### config.mk
export PLATFORM = sky130hd
export DESIGN_NAME = ring_step_div
export DESIGN_NICKNAME = d
export VERILOG_FILES = /design/src/rtl/ring_step_div.sv
export SDC_FILE = /design/constraint.sdc
export NUM_CORES = 1
export LEC_CHECK = 0
export CORE_MARGIN = 2
export CORE_UTILIZATION = 50
export CTS_BUF_LIST = sky130_fd_sc_hd__clkbuf_16
export CTS_CLUSTER_DIAMETER = 50
export DETAILED_ROUTE_END_ITERATION = 6
export DONT_BUFFER_PORTS = 1
export PLACE_DENSITY = 0.63
export SLEW_MARGIN = 20
export SYNTH_ARGS = -nofsm -noshare
export SYNTH_HDL_FRONTEND = slang
export SYNTH_SLANG_ARGS = --single-unit
### constraint.sdc
create_clock -name clk -period 2.8 [get_ports clk]
set_input_delay 0.14 -clock clk [delete_from_list [all_inputs] [get_ports clk]]
set_output_delay 0.14 -clock clk [all_outputs]
set_load 0.02 [all_outputs]
### src/rtl/ring_step_div.sv
// N-position up/down one-hot ring stepped once per programmable prescaler period.
// Ports: clk, clear_n (async low), en, reset (sync), ud, div -> q, pos, tick, div_clk.
module ring_step_div #(
  parameter int N     = 4,
  parameter int DIV_W = 4,
  parameter int PW    = $clog2(N)
) (
  input  logic             clk,
  input  logic             clear_n,
  input  logic             en,
  input  logic             reset,
  input  logic             ud,
  input  logic [DIV_W-1:0] div,
  output logic [N-1:0]     q,
  output logic [PW-1:0]    pos,
  output logic             tick,
  output logic             div_clk
);

  localparam logic [PW:0]   NL   = (PW+1)'(N);
  localparam logic [PW-1:0] PMAX = PW'(N-1);

  logic [DIV_W-1:0] cnt;
  logic [DIV_W-1:0] d_act;
  logic [DIV_W-1:0] div_eff;
  logic [DIV_W:0]   half;
  logic             wrap;
  logic             legal;
  logic [PW-1:0]    pos_nx;

  assign div_eff = (div == '0) ? DIV_W'(1) : div;
  assign wrap    = (cnt == d_act - DIV_W'(1));
  assign legal   = ({1'b0, pos} < NL);
  assign tick    = en & ~reset & wrap & legal;

  // High for the first ceil(D/2) counts of each period.
  assign half    = ({1'b0, d_act} + (DIV_W+1)'(1)) >> 1;
  assign div_clk = ({1'b0, cnt} < half);

  always_comb begin
    pos_nx = pos;
    if (ud)
      pos_nx = (pos == PMAX) ? '0 : pos + PW'(1);
    else
      pos_nx = (pos == '0) ? PMAX : pos - PW'(1);
  end

  for (genvar i = 0; i < N; i++) begin : g_q
    assign q[i] = (pos == PW'(i));
  end

  always_ff @(posedge clk or negedge clear_n) begin
    if (!clear_n) begin
      cnt   <= '0;
      d_act <= DIV_W'(1);
      pos   <= '0;
    end else if (reset) begin
      cnt   <= '0;
      pos   <= '0;
      d_act <= div_eff;
    end else if (!legal) begin
      pos <= '0;
    end else if (en) begin
      if (wrap) begin
        cnt   <= '0;
        d_act <= div_eff;
        pos   <= pos_nx;
      end else begin
        cnt <= cnt + DIV_W'(1);
      end
    end
  end

endmodule

==> insert_results.sql <==
INSERT INTO impl_metrics (metric_group, metric, value, unit) VALUES
('outcome', 'outcome', 'finished clean', ''),
('synthesis', 'synth_largest_type_area_fraction', '26.2', '%'),
('placement', 'placed_area', '867', 'um2'),
('floorplanning', 'i_o_pin_total', '17', ''),
('critical_path', 'worst_ep_required_time', '2.66', 'ns'),
('floorplanning', 'core-area', '0.00156', 'mm2'),
('timing', 'fin_hold_ws', '0.00852', 'ns'),
('floorplanning', 'die_y_extent', '45.4', 'um'),
('hold_path', 'hold_path.class', 'input port to register', ''),
('critical_path', 'critical_path_depth', '6', ''),
('critical_path', 'slowest_delay', '0.59', 'ns'),
('synthesis', 'synth.top_cells.by_area', 'sky130_fd_sc_hd__dfrtp_1 (26%), sky130_fd_sc_hd__ha_1 (15%), sky130_fd_sc_hd__xor2_2 (7.6%)', ''),
('finish', 'share_of_post_route_cells_with_drive_strength_above_1', '16.7', '%'),
('finish', 'finalNetCount', '110', ''),
('floorplanning', 'number_of_rows_created_at_floorplan', '14', ''),
('placement', 'dp.final_hpwl', '1250', 'um'),
('finish', 'fillers', '131', ''),
('finish', 'area.growth.synth_to_final', '13.7', '%'),
('critical_path', 'ff2ff_path_depth', '6', ''),
('synthesis', 'postSynthAreaPerCell', '10.1', 'um2'),
('critical_path', 'worst_flop_to_flop_path_startpoint', 'd_act[0]', ''),
('synthesis', 'synth.most_common_cell', 'sky130_fd_sc_hd__ha_1', ''),
('cts', 'clock_tree_from_tritoncts', 'yes', ''),
('cts', 'clock_sinks', '10', ''),
('floorplanning', 'die_area', '0.00206', 'mm2'),
('critical_path', 'critPathCapture', 'div_clk', ''),
('synthesis', 'synth-warning-count', '0', ''),
('synthesis', 'syn_area', '858', 'um2'),
('timing', 'min_period', '2.24', 'ns'),
('power_and_ir_drop', 'power_density_of_the_placed_cells', '636', 'mW/mm2'),
('power_and_ir_drop', 'sequentialPowerShare', '30.9', '%'),
('floorplanning', 'die_x', '45.4', 'um'),
('synthesis', 'synth_enable_flop_cells', '0', ''),
('synthesis', 'synth_cell_type_count', '32', ''),
('route', 'first_pass_iters', '4', ''),
('route', 'routed_wire_length_per_instance', '16.9', 'um'),
('critical_path', 'path_delay_family', 'compound AO/OA/AOI/OAI gates', ''),
('timing', 'finalSetupViolCount', '0', ''),
('placement', 'gpl.final_weighted_congestion', '0.748', ''),
('critical_path', 'reg2reg_to', 'd_act[3]', ''),
('finish', 'n_antenna_cell', '0', ''),
('route', 'routed_wire_length', '1790', 'um'),
('job', 'max_cap_violations', '0', ''),
('cts', 'cts-htree-levels', '1', ''),
('synthesis', 'post_synthesis_cells', '85', ''),
('power_and_ir_drop', 'power_frac_comb', '27.5', '%'),
('timing', 'report.final.hold_viol_count', '0', ''),
('floorplanning', 'initial_utilization', '55.1', '%'),
('critical_path', 'cp_max_fo', '5', ''),
('critical_path', 'timing.critical_path.cells', 'ha_1, xnor2_1, ha_1, a21o_1, a21o_1, a21oi_1', ''),
('power_and_ir_drop', 'internal_power', '422', 'uW'),
('route', 'dr.first_iter.drc_count', '16', ''),
('critical_path', 'timing_worst_setup_path_type', 'register to output port', ''),
('critical_path', 'rrSetupSlack', '0.67', 'ns'),
('power_and_ir_drop', 'p_clk_share', '41.6', '%'),
('critical_path', 'critPathLaunch', 'd_act[0]', ''),
('global_route', 'global_route.overflow_total', '0', ''),
('global_route', 'grt_first_pass_wirelength', '3040', 'um'),
('critical_path', 'critPathCaptureType', 'output port', ''),
('timing', 'max_slew.worst_pin.slew', '0.484', 'ns'),
('critical_path', 'path_buf_inv', '0', ''),
('finish', 'final_design_area_no_fill', '976', 'um2'),
('power_and_ir_drop', 'power.share.switching', '32.0', '%'),
('timing', 'setup-tns-final', '0', 'ns'),
('timing', 'fmax', '447', 'MHz'),
('cts', 'clock-root-buffer', 'sky130_fd_sc_hd__clkbuf_16', ''),
('cts', 'tritoncts.num_buffers', '3', ''),
('cts', 'cts_setup_buffers', '0', ''),
('power_and_ir_drop', 'power.leakage', '0.000439', 'uW'),
('synthesis', 'ys_async_sr_fraction', '100', '%'),
('cts', 'clock_insertion_delay_worst_skew', '0.24', 'ns');
per-layer routing:
metal	vias up	track usage (%)	part of all wire, %
li1	312	-	-
met1	298	24.6	47
met2	18	35.5	48
met3	4	4.76	3.0
met4	0	13.5	1.8
met5	-	0	0
timing repair:
| item | 4_1_cts | 5_1_grt |
|---|---|---|
| hold buffers | 3 | 0 |
| resized for setup | 0 | 0 |
| endpoints found under the setup margin | 0 | 0 |
| hold endpoints to repair | 15 | 0 |
area by class of cell:
type	count	area (um2)	area share [%]
Inverter	4	15.0	1.54
Tap cell	16	20.0	2.05
Sequential cell	10	251	25.8
Clock buffer	3	75.1	7.69
Timing Repair Buffer	4	37.5	3.85
Multi-Input combinational cell	68	573	58.7
Clock inverter	1	3.75	0.385
kinds of logic after synthesis:
kind of cell,after synthesis,synth area share (%)
simple gates,29,18.5
compound gates,14,13.0
xor+xnor,11,14.7
fa+ha+maj,10,14.6
flops,10,29.3
buf+inv,7,3.94
mux,4,5.98
power groups by stage:
stage / registers, uW / logic (uW) / clock network (uW)
finish: 192 / 171 / 258
global route: 195 / 192 / 271
CTS: 191 / 172 / 261
detailed placement: 193 / 163 / 0
global placement: 192 / 160 / 0
floorplan: 181 / 156 / 0
sequential cells by signal, indices dropped and copies added, names as in the netlist:
| signal | cells |
|---|---|
| pos | 2 |
| cnt | 4 |
| d_act | 4 |
how the worst min path moves through the flow:
stage                     startpoint      to  depth (start not counted)
after detailed placement     clear_n  pos[1]                          0
after CTS                      reset  cnt[2]                          1
after global placement       clear_n  pos[1]                          0
after global routing           reset  cnt[2]                          1
after floorplan              clear_n  cnt[0]                          0
final                          reset  cnt[2]                          1
per-stage QoR:
| stage | util, % | power (uW) | std cells | worst slack, ns |
|---|---|---|---|---|
| after floorplan | - | 337 | 85 | 0.673 |
| after global placement | 55.6 | 352 | 99 | 0.762 |
| after detailed placement | 55.6 | 356 | 99 | 0.720 |
| after CTS | 62.6 | 624 | 106 | 0.544 |
| after global routing | 62.6 | 657 | 106 | 0.458 |
| final | 62.6 | 620 | 106 | 0.561 |
layout by cell type (no fill, tap or decap), types with 2 or more instances in the layout:
cell	n
sky130_fd_sc_hd__ha_1	10
sky130_fd_sc_hd__dfrtp_1	9
sky130_fd_sc_hd__nand3_1	5
sky130_fd_sc_hd__nor2_1	5
sky130_fd_sc_hd__inv_1	4
sky130_fd_sc_hd__xor2_2	4
sky130_fd_sc_hd__xor2_1	4
sky130_fd_sc_hd__nand2_1	4
sky130_fd_sc_hd__nor3_1	4
sky130_fd_sc_hd__xnor2_1	3
sky130_fd_sc_hd__nand2b_1	3
sky130_fd_sc_hd__a21oi_1	3
sky130_fd_sc_hd__o31ai_1	3
sky130_fd_sc_hd__clkbuf_16	3
sky130_fd_sc_hd__dlygate4sd3_1	3
sky130_fd_sc_hd__nor4_1	2
sky130_fd_sc_hd__a21o_1	2
sky130_fd_sc_hd__mux2_4	2
sky130_fd_sc_hd__nand4_1	2
Power figures use the tool's default switching activity.
